File: config.mk
export PLATFORM = sky130hd
export DESIGN_NAME = td4_prog_loader
export DESIGN_NICKNAME = d
export VERILOG_FILES = /design/src/rtl/td4_prog_loader.sv
export SDC_FILE = /design/constraint.sdc
export NUM_CORES = 1
export LEC_CHECK = 0
export BUFFER_PORTS_ARGS = -buffer_cell sky130_fd_sc_hd__buf_2
export CORE_ASPECT_RATIO = 0.9
export CORE_MARGIN = 10
export CORE_UTILIZATION = 30
export DETAILED_ROUTE_END_ITERATION = 16
export SLEW_MARGIN = 25
export SYNTH_ARGS = -nofsm -noshare
export SYNTH_HDL_FRONTEND = slang
export SYNTH_SLANG_ARGS = --single-unit
File: constraint.sdc
create_clock -name clk -period 8.3 [get_ports clk]
set_clock_uncertainty 0.2 [all_clocks]
set_input_delay 0.83 -clock clk [delete_from_list [all_inputs] [get_ports clk]]
set_output_delay 0.83 -clock clk [all_outputs]
set_load 0.01 [all_outputs]
File: src/rtl/td4_prog_loader.sv
// TD4 writable program store with a UART frame loader.
// A framed 16-byte program (0xA5, 16 data bytes, checksum) is staged and
// committed into the 16x8 store in a single cycle only if the checksum holds.
// The CPU is held in reset for the duration of a frame.
module td4_prog_loader #(
  parameter int unsigned CLKS_PER_BIT = 234,
  parameter int unsigned TIMEOUT_CLKS = 2700000
) (
  input  logic       clk,
  input  logic       rst,
  input  logic       uart_rx,
  input  logic [3:0] rd_addr,
  output logic [7:0] rd_data,
  output logic       cpu_hold,
  output logic       load_done,
  output logic       load_err
);

  localparam int unsigned CW = $clog2(CLKS_PER_BIT + 1);
  localparam int unsigned TW = $clog2(TIMEOUT_CLKS + 1);
  localparam logic [CW-1:0] BIT_LAST  = CW'(CLKS_PER_BIT - 1);
  localparam logic [CW-1:0] HALF_LAST = CW'(CLKS_PER_BIT / 2 - 1);
  localparam logic [TW-1:0] TO_LAST   = TW'(TIMEOUT_CLKS - 1);
  localparam logic [7:0]    SYNC_BYTE = 8'hA5;

  typedef enum logic [1:0] {R_IDLE, R_START, R_DATA, R_STOP} rx_state_e;
  typedef enum logic [1:0] {L_IDLE, L_DATA, L_CSUM} ld_state_e;

  // ---------------- input synchronizer ----------------
  logic rx_meta_q, rx_sync_q, rx_prev_q;

  // Two-flop synchronizer plus one delayed copy for falling-edge detection.
  always_ff @(posedge clk) begin
    if (rst) begin
      rx_meta_q <= 1'b1;
      rx_sync_q <= 1'b1;
      rx_prev_q <= 1'b1;
    end else begin
      rx_meta_q <= uart_rx;
      rx_sync_q <= rx_meta_q;
      rx_prev_q <= rx_sync_q;
    end
  end

  // ---------------- UART receiver ----------------
  rx_state_e     rstate_q, rstate_d;
  logic [CW-1:0] rcnt_q, rcnt_d;
  logic [2:0]    bit_q, bit_d;
  logic [7:0]    shreg_q, shreg_d;
  logic [7:0]    rx_byte_q, rx_byte_d;
  logic          byte_valid_q, byte_valid_d;
  logic          frame_err_q, frame_err_d;

  // Receiver state and datapath registers.
  always_ff @(posedge clk) begin
    if (rst) begin
      rstate_q     <= R_IDLE;
      rcnt_q       <= '0;
      bit_q        <= '0;
      shreg_q      <= '0;
      rx_byte_q    <= '0;
      byte_valid_q <= 1'b0;
      frame_err_q  <= 1'b0;
    end else begin
      rstate_q     <= rstate_d;
      rcnt_q       <= rcnt_d;
      bit_q        <= bit_d;
      shreg_q      <= shreg_d;
      rx_byte_q    <= rx_byte_d;
      byte_valid_q <= byte_valid_d;
      frame_err_q  <= frame_err_d;
    end
  end

  // Receiver next state: start-bit glitch rejection, LSB-first shift, stop check.
  always_comb begin
    rstate_d     = rstate_q;
    rcnt_d       = rcnt_q;
    bit_d        = bit_q;
    shreg_d      = shreg_q;
    rx_byte_d    = rx_byte_q;
    byte_valid_d = 1'b0;
    frame_err_d  = 1'b0;
    unique case (rstate_q)
      R_IDLE: begin
        rcnt_d = '0;
        if (rx_prev_q && !rx_sync_q) rstate_d = R_START;
      end
      R_START: begin
        if (rcnt_q == HALF_LAST) begin
          rcnt_d   = '0;
          bit_d    = '0;
          rstate_d = rx_sync_q ? R_IDLE : R_DATA;
        end else begin
          rcnt_d = rcnt_q + CW'(1);
        end
      end
      R_DATA: begin
        if (rcnt_q == BIT_LAST) begin
          rcnt_d  = '0;
          shreg_d = {rx_sync_q, shreg_q[7:1]};
          bit_d   = bit_q + 3'd1;
          if (bit_q == 3'd7) rstate_d = R_STOP;
        end else begin
          rcnt_d = rcnt_q + CW'(1);
        end
      end
      R_STOP: begin
        if (rcnt_q == BIT_LAST) begin
          rcnt_d   = '0;
          rstate_d = R_IDLE;
          if (rx_sync_q) begin
            byte_valid_d = 1'b1;
            rx_byte_d    = shreg_q;
          end else begin
            frame_err_d = 1'b1;
          end
        end else begin
          rcnt_d = rcnt_q + CW'(1);
        end
      end
      default: rstate_d = R_IDLE;
    endcase
  end

  // ---------------- loader ----------------
  ld_state_e     lstate_q, lstate_d;
  logic [3:0]    idx_q, idx_d;
  logic [7:0]    sum_q, sum_d;
  logic [TW-1:0] tcnt_q, tcnt_d;
  logic          hold_q, hold_d;
  logic          done_q, done_d;
  logic          err_q, err_d;
  logic [7:0]    stage_q [16];
  logic [7:0]    stage_d [16];
  logic [7:0]    mem_q   [16];
  logic [7:0]    mem_d   [16];
  logic [7:0]    csum_total;

  // Loader registers, staging buffer and the committed program store.
  always_ff @(posedge clk) begin
    if (rst) begin
      lstate_q <= L_IDLE;
      idx_q    <= '0;
      sum_q    <= '0;
      tcnt_q   <= '0;
      hold_q   <= 1'b0;
      done_q   <= 1'b0;
      err_q    <= 1'b0;
      for (int unsigned i = 0; i < 16; i++) begin
        stage_q[i] <= '0;
        mem_q[i]   <= '0;
      end
    end else begin
      lstate_q <= lstate_d;
      idx_q    <= idx_d;
      sum_q    <= sum_d;
      tcnt_q   <= tcnt_d;
      hold_q   <= hold_d;
      done_q   <= done_d;
      err_q    <= err_d;
      stage_q  <= stage_d;
      mem_q    <= mem_d;
    end
  end

  // Loader next state: sync hunt, staging, checksum commit, abort on error/timeout.
  always_comb begin
    lstate_d   = lstate_q;
    idx_d      = idx_q;
    sum_d      = sum_q;
    tcnt_d     = tcnt_q;
    hold_d     = hold_q;
    done_d     = 1'b0;
    err_d      = err_q;
    stage_d    = stage_q;
    mem_d      = mem_q;
    csum_total = sum_q + rx_byte_q;
    unique case (lstate_q)
      L_IDLE: begin
        if (byte_valid_q && rx_byte_q == SYNC_BYTE) begin
          err_d    = 1'b0;
          idx_d    = '0;
          sum_d    = '0;
          tcnt_d   = '0;
          hold_d   = 1'b1;
          lstate_d = L_DATA;
        end
      end
      L_DATA, L_CSUM: begin
        if (frame_err_q) begin
          err_d    = 1'b1;
          hold_d   = 1'b0;
          lstate_d = L_IDLE;
        end else if (byte_valid_q) begin
          // A byte arriving on the expiry cycle still counts: it resets the timer.
          tcnt_d = '0;
          if (lstate_q == L_DATA) begin
            stage_d[idx_q] = rx_byte_q;
            sum_d          = sum_q + rx_byte_q;
            idx_d          = idx_q + 4'd1;
            if (idx_q == 4'd15) lstate_d = L_CSUM;
          end else begin
            if (csum_total == 8'h00) begin
              mem_d  = stage_q;
              done_d = 1'b1;
            end else begin
              err_d = 1'b1;
            end
            hold_d   = 1'b0;
            lstate_d = L_IDLE;
          end
        end else if (tcnt_q == TO_LAST) begin
          err_d    = 1'b1;
          hold_d   = 1'b0;
          lstate_d = L_IDLE;
        end else begin
          tcnt_d = tcnt_q + TW'(1);
        end
      end
      default: lstate_d = L_IDLE;
    endcase
  end

  assign rd_data   = mem_q[rd_addr];
  assign cpu_hold  = hold_q;
  assign load_done = done_q;
  assign load_err  = err_q;

endmodule
==> results of run 1 <==
[worst paths after layout]
| path | end | slack [ps] | cells after the start |
|---|---|---|---|
| max | mem_q[70]$_SDFFE_PP0P_ | 3620 | 9 |
| max reg2reg | mem_q[70]$_SDFFE_PP0P_ | 3620 | 9 |
| min reg2reg | rx_sync_q$_SDFF_PP1_ | 230 | 1 |
| min | rx_sync_q$_SDFF_PP1_ | 230 | 1 |
[flip-flops by register name, summed over array words and instances (netlist names), named ones only]
register	flops
byte_valid_q	1
stage_q	128
rstate_q	1
tcnt_q	22
cpu_hold	1
rx_byte_q	8
bit_q	3
load_done	1
lstate_q	2
mem_q	128
rcnt_q	8
shreg_q	8
frame_err_q	1
load_err	1
idx_q	4
sum_q	8
rx_meta_q	1
rx_sync_q	1
rx_prev_q	1
[logic make-up after synthesis]
family	synth area share
AO/OA/AOI/OAI	0.1343
XOR/XNOR	0.01797
adder cells (fa/ha/maj)	0.02019
buffers and inverters	0.05049
flip-flops	0.4505
multiplexers	0.1616
AND/OR/NAND/NOR	0.1650
[cell type report]
cell class	instances	area share
Multi-Input combinational cell	1035	0.4506
Timing Repair Buffer	43	0.01855
Clock buffer	58	0.06662
Tap cell	624	0.04784
Clock inverter	11	0.009813
Sequential cell	329	0.4036
Inverter	13	0.002990
[power by group through the flow]
| stage | sequential [mW] | combinational, mW | clock [mW] |
|---|---|---|---|
| global placement | 1.62 | 0.0854 | 0 |
| global route | 1.59 | 0.0937 | 1.79 |
| finish | 1.59 | 0.0859 | 1.68 |
| detailed placement | 1.62 | 0.0863 | 0 |
| CTS | 1.59 | 0.0864 | 1.72 |
| floorplan | 1.62 | 0.0641 | 0 |
[worst max-delay path: cells and delay by family (launching register included)]
kind / cells / cell delay (ps)
buf+inv: 2 / 1330
flops: 1 / 880
fa+ha+maj: 2 / 770
simple gates: 2 / 720
compound gates: 3 / 590
[through the flow]
step	instances	power [mW]
floorplan	1538	1.684
global placement	2044	1.706
detailed placement	2044	1.707
CTS	2113	3.394
global route	2113	3.471
finish	2113	3.352
[Yosys cell counts, types with 3 or more instances]
cell type and n:
a31oi_1 4, nand2b_1 6, nor2b_1 3, o21ai_0 4, inv_1 13, a211oi_1 3
buf_2 47, nor3b_1 3, or2_2 3, nor4_1 7, mux4_2 40, buf_1 9
nand3_1 36, buf_4 5, mux2i_1 145, or3_1 3, ha_1 22, clkbuf_1 99
nand2_1 35, nand4b_1 4, and3_1 11, a21o_1 3, o21ai_1 3, nand4_1 137
nor2_1 210, o31ai_1 129, a21oi_1 151, and2_1 3, xnor2_1 5, nor3_1 11
o21a_1 3, dfxtp_1 329, xor2_1 25
[per-layer routing]
layer / vias to the layer above / share of wire
met1: 5823 / 0.47
li1: 5496 / -
met3: 70 / 0.048
met4: 0 / 0.025
met5: - / 0
met2: 315 / 0.45
[cells in the final DEF, fill, tap and decap left out, types with 3 or more instances in the layout]
cell       netlist  layout
dfxtp_1        329     329
nor2_1         210     209
a21oi_1        151     151
mux2i_1        145     145
nand4_1        137     137
o31ai_1        129     129
mux4_2          40      40
clkbuf_16        0      39
nand3_1         36      36
nand2_1         35      35
buf_4            5      25
xor2_1          25      24
ha_1            22      22
buf_2           47      16
clkbuf_1        99      15
inv_1           13      13
and3_1          11      11
nor3_1          11      10
nor4_1           7       7
nand2b_1         6       6
o21ai_0          4       4
a31oi_1          4       4
xnor2_1          5       4
nand4b_1         4       4
clkinv_2         0       4
clkbuf_8         0       4
a211oi_1         3       3
o21a_1           3       3
o21ai_1          3       3
a21o_1           3       3
nor2b_1          3       3
and2_1           3       3
or2_2            3       3
bufinv_16        0       3
==> results_dict.tcl, run 1 <==
set metrics [dict create \
    cts_made_buffers 38 \
    critical-path-max-stage-delay_ps 880 \
    tritoncts "yes" \
    nNetsFinal 1490 \
    cts.sinks 329 \
    diodes 0 \
    fin_area_mm2 0.01632 \
    worstHoldPathType "reg2reg" \
    crit_chain "ha_1, fa_1, or4_1, a21o_1, a2111oi_4, buf_4, buf_4, nand4_1, a21oi_1" \
    core.rowCount 76 \
    tns_ps 0 \
    yosysWarningCount 0 \
    synthArstFlopShare 0 \
    track_usage 0.1316 \
    routed_wl_um 38820 \
    worst_pin_slew_ps 1100 \
    drv_cap 0 \
    critical_path.slowest_cell "dfxtp_1" \
    grt_max_degree 166 \
    ys.flop_type "dfxtp_1" \
    seqPwrFrac 0.473 \
    endpoint_kind "register" \
    place.gp.congestion 0.7697 \
    register_area_mm2 0.006586 \
    globalRouteMet3Util 0.02287 \
    use_met1 0.1789 \
    vias_per_cell 5.539 \
    grt.busiest_layer "met2" \
    min_from "rx_meta_q$_SDFF_PP1_" \
    ys_seq_elements 329 \
    internal_power_mw 2.607 \
    setup_viol 0 \
    outcome "finished clean" \
    cts_setup_buffers 0 \
    timing.rr.start "rx_byte_q[0]$_SDFFE_PP0P_" \
    combPwrFrac 0.026 \
    power_density_mw_per_mm2 205.4 \
    synth_top_area_frac 0.4505 \
    min_period_ps 4676 \
    final_util 0.3399 \
    drive_above_1_share 0.1034 \
    netlist_area_mm2 0.01462 \
    htreeDepth 2 \
    die_w_um 252.7 \
    multi_input_area_mm2 0.007355 \
    switching_power_mw 0.7452 \
    dp_hpwl_um 21210 \
    cts_root_buffer "clkbuf_16" \
    critical_path_class "reg2reg" \
    synth_nets 1568 \
    crit_start "rx_byte_q[0]$_SDFFE_PP0P_" \
    syn_inst 1538 \
    crit_fanout 68 \
    synth-edff-count 0 \
    fmax_mhz 213.9 \
    power.leakage_nw 5.408 \
    clk_latency_ps 550 \
    ant_nets 0 \
    overflow 0 \
    timing_hold_violations_final 0 \
    ys_seq_area_frac 0.4505 \
    ctsHoldBuffers 0 \
    io_buffers 17 \
    die_h_um 229.4 \
    peakVddDrop_mv 0.1521 \
    wl_per_cell_um 18.37 \
    syn_avg_cell_area_um2 9.507 \
    ys_top_cells_by_area "dfxtp_1, mux2i_1, o31ai_1" \
    drt_iter0_drc 1082 \
    relSlewSlack 0.2668 \
    min_period_over_period 0.5634 \
    pre_cts_ws_ps 3648 \
    grt_util_met2 0.2067 \
    cts_resized 0 \
    place_area_mm2 0.01507 \
    dieArea_mm2 0.05798 \
    vias 11704 \
    worst_slack_ps 3624 \
    drc 0 \
    grt_pass1_wl_um 63270 \
    slew_violations 0 \
    core_area_mm2 0.04802 \
    synthToLayoutAreaGrowth_pct 11.62 \
    antenna_found_initial 0 \
    ios 18 \
    ys_types 56 \
    hold_slack_ps 228.3 \
    clkTransAtPathRegs_ps 60 \
    switching_share 0.2223 \
    cp.required_ps 8580 \
    fillerInstances 4802 \
    start_kind "register" \
    cts_max_path_buffers 3 \
    clockPowerShare 0.501 \
    yosysTopAreaCell "dfxtp_1" \
    rsz0062_at_grt "no" \
    firstDrtPassIters 5 \
    cpMostUsedCell "buf_4" \
    initial_core_util 0.3045 \
    grt_pass1_vias 11289 \
    crit_arrival_ps 4950 \
]
No activity file was read; power rests on OpenSTA's default activity.
==> run 2: changes to the inputs <==
ABC_AREA = 1   (was not set)
clock period = 3.91 ns   (was 8.3 ns; I/O delays follow)
==> run 2 against run 1 <==
Net effect: synthesized cell count up 35%; combinational power up 140%; cell count up 27%; non-clock buffer count down 4; via count up 6.6%; hold slack worse by 93 ps; critical path depth up 1; first-iteration DRC count down 13%; design area down 0.96%; global-route usage down 0.50 points; wire length down 5.8%; clock power up 120%; largest cell class is now registers; largest power group unchanged; highest routed layer unchanged.
==> results_dict.tcl, run 2 <==
set metrics [dict create \
    outcome "finished clean" \
    yosysTopAreaCell "dfxtp_1" \
    yosysWarningCount 0 \
    cts_max_path_buffers 3 \
    endpoint_kind "register" \
    setup_viol 0 \
    clk_latency_ps 550 \
    pre_cts_ws_ps 1048 \
    overflow 0 \
    final_common_cell "nand2_1" \
    r2r_end "idx_q[3]$_SDFFE_PP0P_" \
    min_period_over_period 0.7433 \
    rrSetupSlack_ps 1000 \
    power_density_mw_per_mm2 445.7 \
    diodes 0 \
    synth_top_area_frac 0.4585 \
    netlist_area_mm2 0.01436 \
    die_w_um 250.7 \
    grt_max_degree 154 \
    initial_core_util 0.3055 \
    nNetsFinal 2067 \
    ys_seq_area_frac 0.4585 \
    grt_pass1_vias 11414 \
    critical_path_class "reg2reg" \
    dp_hpwl_um 23190 \
    vias 12471 \
    drv_cap 0 \
    hold_path_depth 2 \
    ys.flop_type "dfxtp_1" \
    drt_iter0_drc 946 \
    cts.sinks 329 \
    crit_fanout 14 \
    synthArstFlopShare 0 \
    tritoncts "yes" \
    io_buffers 17 \
    ys_top_cells_by_area "dfxtp_1, nand2_1, nor2_1" \
    worstHoldPathType "in2reg" \
    ys_types 30 \
    clkTransAtPathRegs_ps 60 \
    crit_arrival_ps 3110 \
    critical-path-max-stage-delay_ps 560 \
    cts_setup_buffers 0 \
    final_util 0.3438 \
    htreeDepth 2 \
    routed_wl_um 36550 \
    ios 18 \
    critical_path.slowest_cell "o21ai_1" \
    largestRegisters "mem_q: 128 flops, stage_q: 128 flops, tcnt_q: 22 flops" \
    place_area_mm2 0.01485 \
    drive_above_1_share 0.05811 \
    power.leakage_nw 7.349 \
    timing.rr.start "lstate_q[0]$_SDFFE_PP0P_" \
    layout_common_cells "nand2_1, nor2_1, dfxtp_1" \
    wl_per_cell_um 13.63 \
    fin_area_mm2 0.01616 \
    crit_end "idx_q[3]$_SDFFE_PP0P_" \
    synth_nets 2109 \
    cts_resized 0 \
    min_period_ps 2906 \
    track_usage 0.1265 \
    start_kind "register" \
    cp.required_ps 4120 \
    worstRegToRegCells 10 \
    rsz0062_at_grt "no" \
    cts_root_buffer "clkbuf_16" \
    ys_seq_elements 329 \
    synth-edff-count 0 \
    tns_ps 0 \
    fmax_mhz 344.1 \
    vias_per_cell 4.652 \
    syn_avg_cell_area_um2 6.909 \
    core.rowCount 75 \
    dieArea_mm2 0.05704 \
    core_area_mm2 0.04701 \
    slew_violations 0 \
    timing_hold_violations_final 0 \
    power.total_mw 7.204 \
    synthToLayoutAreaGrowth_pct 12.54 \
    crit_chain "inv_1, ha_1, inv_1, nor2_1, inv_1, nand2_1, nor3_1, nand2_1, o21ai_1, nor2_1" \
    antenna_found_initial 0 \
    cpMostUsedCell "inv_1" \
    cts_made_buffers 37 \
    firstDrtPassIters 5 \
    yosys.cell_count.top_type "nand2_1" \
    worst_pin_slew_ps 1012 \
    grt_pass1_wl_um 59620 \
    ctsHoldBuffers 1 \
    drc 0 \
    synthTopCellsByCount "nand2_1, nor2_1, dfxtp_1" \
    worst_slack_ps 1004 \
    die_h_um 227.6 \
    relSlewSlack 0.3209 \
    peakVddDrop_mv 0.2585 \
    crit_start "lstate_q[0]$_SDFFE_PP0P_" \
    place.gp.congestion 0.8686 \
    ant_nets 0 \
    syn_inst 2079 \
]
## run 2: final cells by class
cell class                      count  area [um^2]
Timing Repair Buffer               39        292.8
Fill cell                        4929        30850
Tap cell                          616        770.7
Inverter                          206        778.2
Clock buffer                       57         1154
Sequential cell                   329         6586
Multi-Input combinational cell   1424         6447
Clock inverter                     10        135.1
## run 2: cells by family (layout without fill, tap and decap cells)
group,Yosys count,in the layout,share of synthesized area
xor+xnor,13,13,0.007927
simple gates,912,912,0.2480
compound gates,476,476,0.1703
fa+ha+maj,23,23,0.02056
flops,329,329,0.4585
buf+inv,326,312,0.09469
## run 2: power by group
group	switching, mW	internal [mW]
Clock	1.40	2.23
Combinational	0.150	0.0556
Sequential	0.00704	3.36
Total	1.56	5.65
## run 2: how the worst min path moves through the flow
stage | end | slack (ps) | from
CTS | byte_valid_q$_SDFF_PP0_ | 110 | rst
global route | tcnt_q[21]$_SDFFE_PP0P_ | 180 | rst
floorplan | rx_sync_q$_SDFF_PP1_ | 190 | rx_meta_q$_SDFF_PP1_
finish | byte_valid_q$_SDFF_PP0_ | 140 | rst
global placement | rx_sync_q$_SDFF_PP1_ | 200 | rx_meta_q$_SDFF_PP1_
detailed placement | rx_sync_q$_SDFF_PP1_ | 200 | rx_meta_q$_SDFF_PP1_
## run 2: stage by stage
| step | std cells | hold slack (ps) |
|---|---|---|
| detailed placement | 2613 | 199.4 |
| global route | 2681 | 180.0 |
| floorplan | 2079 | 189.5 |
| finish | 2681 | 135.3 |
| global placement | 2613 | 197.6 |
| CTS | 2681 | 113.3 |
## run 2: critical path: cells and delay by family, from the launching register on
kind / cells / cell delay [ps]
AOI/OAI and AO/OA: 1 / 560
and+or+nand+nor: 5 / 710
adders and majority gates: 1 / 310
DFF: 1 / 440
buffers and inverters: 3 / 550
## run 2: metal layers
| metal | vias to the layer above | global-route usage | share of wire |
|---|---|---|---|
| met5 | - | 0 | 0 |
| met4 | 0 | 0.04369 | 0.020 |
| met3 | 55 | 0.01910 | 0.047 |
| met2 | 228 | 0.2032 | 0.45 |
| met1 | 5672 | 0.1700 | 0.48 |
| li1 | 6516 | - | - |
==> run 3: changes to the inputs <==
ABC_AREA = 0   (was 1)
clock period = 2.8 ns   (was 3.91 ns; I/O delays follow)
==> run 3 against run 2 <==
Net effect: setup slack lost 1300 ps; clock power grew 27%; clock-buffer cell count shrank 7; core utilization grew 3.6 points; hold slack gained 80 ps; the flow now finishes with violations (negative setup slack); cell count shrank 18%; register-to-register slack lost 1300 ps; die area grew 1.6%.
==> results_dict.tcl, run 3 (synthesis results as in run 1) <==
set metrics [dict create \
    routed_wl_um 44060 \
    critical_path_class "reg2reg" \
    grt.busiest_layer "met2" \
    pre_cts_ws_ps -263.0 \
    layout_common_cells "dfxtp_1, nor2_1, mux2i_1, a21oi_1, nand4_1" \
    crit_chain "ha_4, fa_2, or4_4, a21o_1, a2111o_2, buf_12, clkbuf_16, o31ai_1, a21oi_1" \
    use_met1 0.1776 \
    peakVddDrop_mv 0.5155 \
    final_cells 2211 \
    ant_nets 0 \
    cts_max_path_buffers 3 \
    critical_path_buf_inv_count 2 \
    min_period_over_period 1.113 \
    timing.rr.start "rx_byte_q[0]$_SDFFE_PP0P_" \
    grt_util_met2 0.2183 \
    core.rowCount 76 \
    cts.sinks 329 \
    place.gp.congestion 0.8205 \
    violations "negative setup slack" \
    die_w_um 252.7 \
    fillerInstances 4638 \
    crit_fanout 25 \
    io_buffers 17 \
    ios 18 \
    fin_area_mm2 0.01824 \
    largestRegisters "mem_q: 128 flops, stage_q: 128 flops, tcnt_q: 22 flops" \
    initial_core_util 0.3045 \
    tns_ps -30030 \
    clkTransAtPathRegs_ps 60 \
    crit_start "rx_byte_q[0]$_SDFFE_PP0P_" \
    dieArea_mm2 0.05798 \
    grt_max_degree 102 \
    grt_pass1_wl_um 64210 \
    fmax_mhz 320.9 \
    cts_made_buffers 36 \
    core_area_mm2 0.04802 \
    drc 0 \
    die_h_um 229.4 \
    cts_root_buffer "clkbuf_16" \
    crit_cells 9 \
    multi_input_area_mm2 0.007875 \
    worstHoldPathType "reg2reg" \
    cp.required_ps 3000 \
    crit_family "compound AO/OA/AOI/OAI gates" \
    outcome "complete, but fails checks" \
    rsz0062_at_grt "yes" \
    dp_cells 2120 \
    final_common_cell "dfxtp_1" \
    drv_cap 0 \
    power_density_mw_per_mm2 526.8 \
    nNetsFinal 1594 \
    crit_arrival_ps 3320 \
    antenna_found_initial 0 \
    vias 12337 \
    final_util 0.3799 \
    critical-path-max-stage-delay_ps 540 \
    endpoint_kind "register" \
    slew_violations 0 \
    tritoncts "yes" \
    synthToLayoutAreaGrowth_pct 24.76 \
    crit_end "mem_q[46]$_SDFFE_PP0P_" \
    worstRegToRegCells 9 \
    place_area_mm2 0.01597 \
    firstDrtPassIters 8 \
    diodes 0 \
    drive_above_1_share 0.2187 \
    min_period_ps 3117 \
    power.leakage_nw 6.201 \
    grt_pass1_vias 11528 \
    r2r_end "mem_q[46]$_SDFFE_PP0P_" \
    worst_pin_slew_ps 746.5 \
    critical_path.slowest_cell "or4_4" \
    overflow 0 \
    timing_hold_violations_final 0 \
    drt_iter0_drc 1065 \
    setup_viol 129 \
    worst_slack_ps -316.7 \
    register_area_mm2 0.006589 \
    wl_per_cell_um 19.93 \
    track_usage 0.1336 \
    clk_latency_ps 530 \
    rrSetupSlack_ps -320 \
    relSlewSlack 0.4977 \
    htreeDepth 2 \
    vias_per_cell 5.580 \
    dp_hpwl_um 23860 \
    globalRouteMet3Util 0.02298 \
    start_kind "register" \
]
## run 3: cell types whose count changed in the layout (fill, tap and decap cells not counted), sizes merged, moves of 11 or more
| cell | before | now |
|---|---|---|
| a21oi | 233 | 151 |
| and3 | 0 | 11 |
| buf | 38 | 132 |
| inv | 201 | 14 |
| mux2i | 0 | 145 |
| mux4 | 0 | 40 |
| nand2 | 439 | 35 |
| nand3 | 52 | 36 |
| nand4 | 6 | 137 |
| nor2 | 389 | 210 |
| o21ai | 223 | 7 |
| o221ai | 14 | 0 |
| o31ai | 0 | 129 |
| xor2 | 9 | 25 |
## run 3: layout make-up
class | count | share of cell area
Multi-Input combinational cell | 1035 | 0.4317
Sequential cell | 329 | 0.3612
Timing Repair Buffer | 149 | 0.09966
Clock buffer | 50 | 0.05665
Tap cell | 624 | 0.04280
Clock inverter | 11 | 0.005350
Inverter | 13 | 0.002675
## run 3: worst register-to-register path: stages (launching register included)
cell       delay (ps)
dfxtp_2           350
ha_4              140
fa_2              440
or4_4             540
a21o_1            190
a2111o_2          380
buf_12            170
clkbuf_16         240
o31ai_1           250
a21oi_1            90
## run 3: stage by stage
stage / hold slack [ps] / total power, mW
2_1_floorplan: 183.8 / 4.991
3_3_place_gp: 204.7 / 5.093
3_5_place_dp: 199.6 / 5.097
4_1_cts: 218.3 / 9.687
5_1_grt: 243.4 / 9.914
6_report: 215.3 / 9.609
## run 3: where the power goes
group,switching [mW],internal [mW],leakage (nW)
Sequential,0.00849,4.69,2.65
Combinational,0.206,0.0966,2.99
Clock,1.94,2.67,0.561
## run 3: worst min path at each step
stage          cells after the start                   end                 start
2_1_floorplan                      1  rx_meta_q$_SDFF_PP1_               uart_rx
3_3_place_gp                       1  rx_sync_q$_SDFF_PP1_  rx_meta_q$_SDFF_PP1_
3_5_place_dp                       1  rx_sync_q$_SDFF_PP1_  rx_meta_q$_SDFF_PP1_
4_1_cts                            1  rx_sync_q$_SDFF_PP1_  rx_meta_q$_SDFF_PP1_
5_1_grt                            1  rx_sync_q$_SDFF_PP1_  rx_meta_q$_SDFF_PP1_
6_report                           1  rx_sync_q$_SDFF_PP1_  rx_meta_q$_SDFF_PP1_
## run 3: repair_timing
action / in CTS / in global routing
gates cloned: 1 / 22
endpoints found under the hold margin: 42 / 0
setup buffers: 3 / 4
pin swaps: 8 / 71
setup endpoints to repair: 129 / 130
resized for setup: 5 / 109
hold buffers: 2 / 0
## run 3: per-layer routing
metal,vias to the layer above,part of all wire
met3,76,0.068
met4,0,0.022
met1,6134,0.45
li1,5712,-
met2,415,0.46
met5,-,0
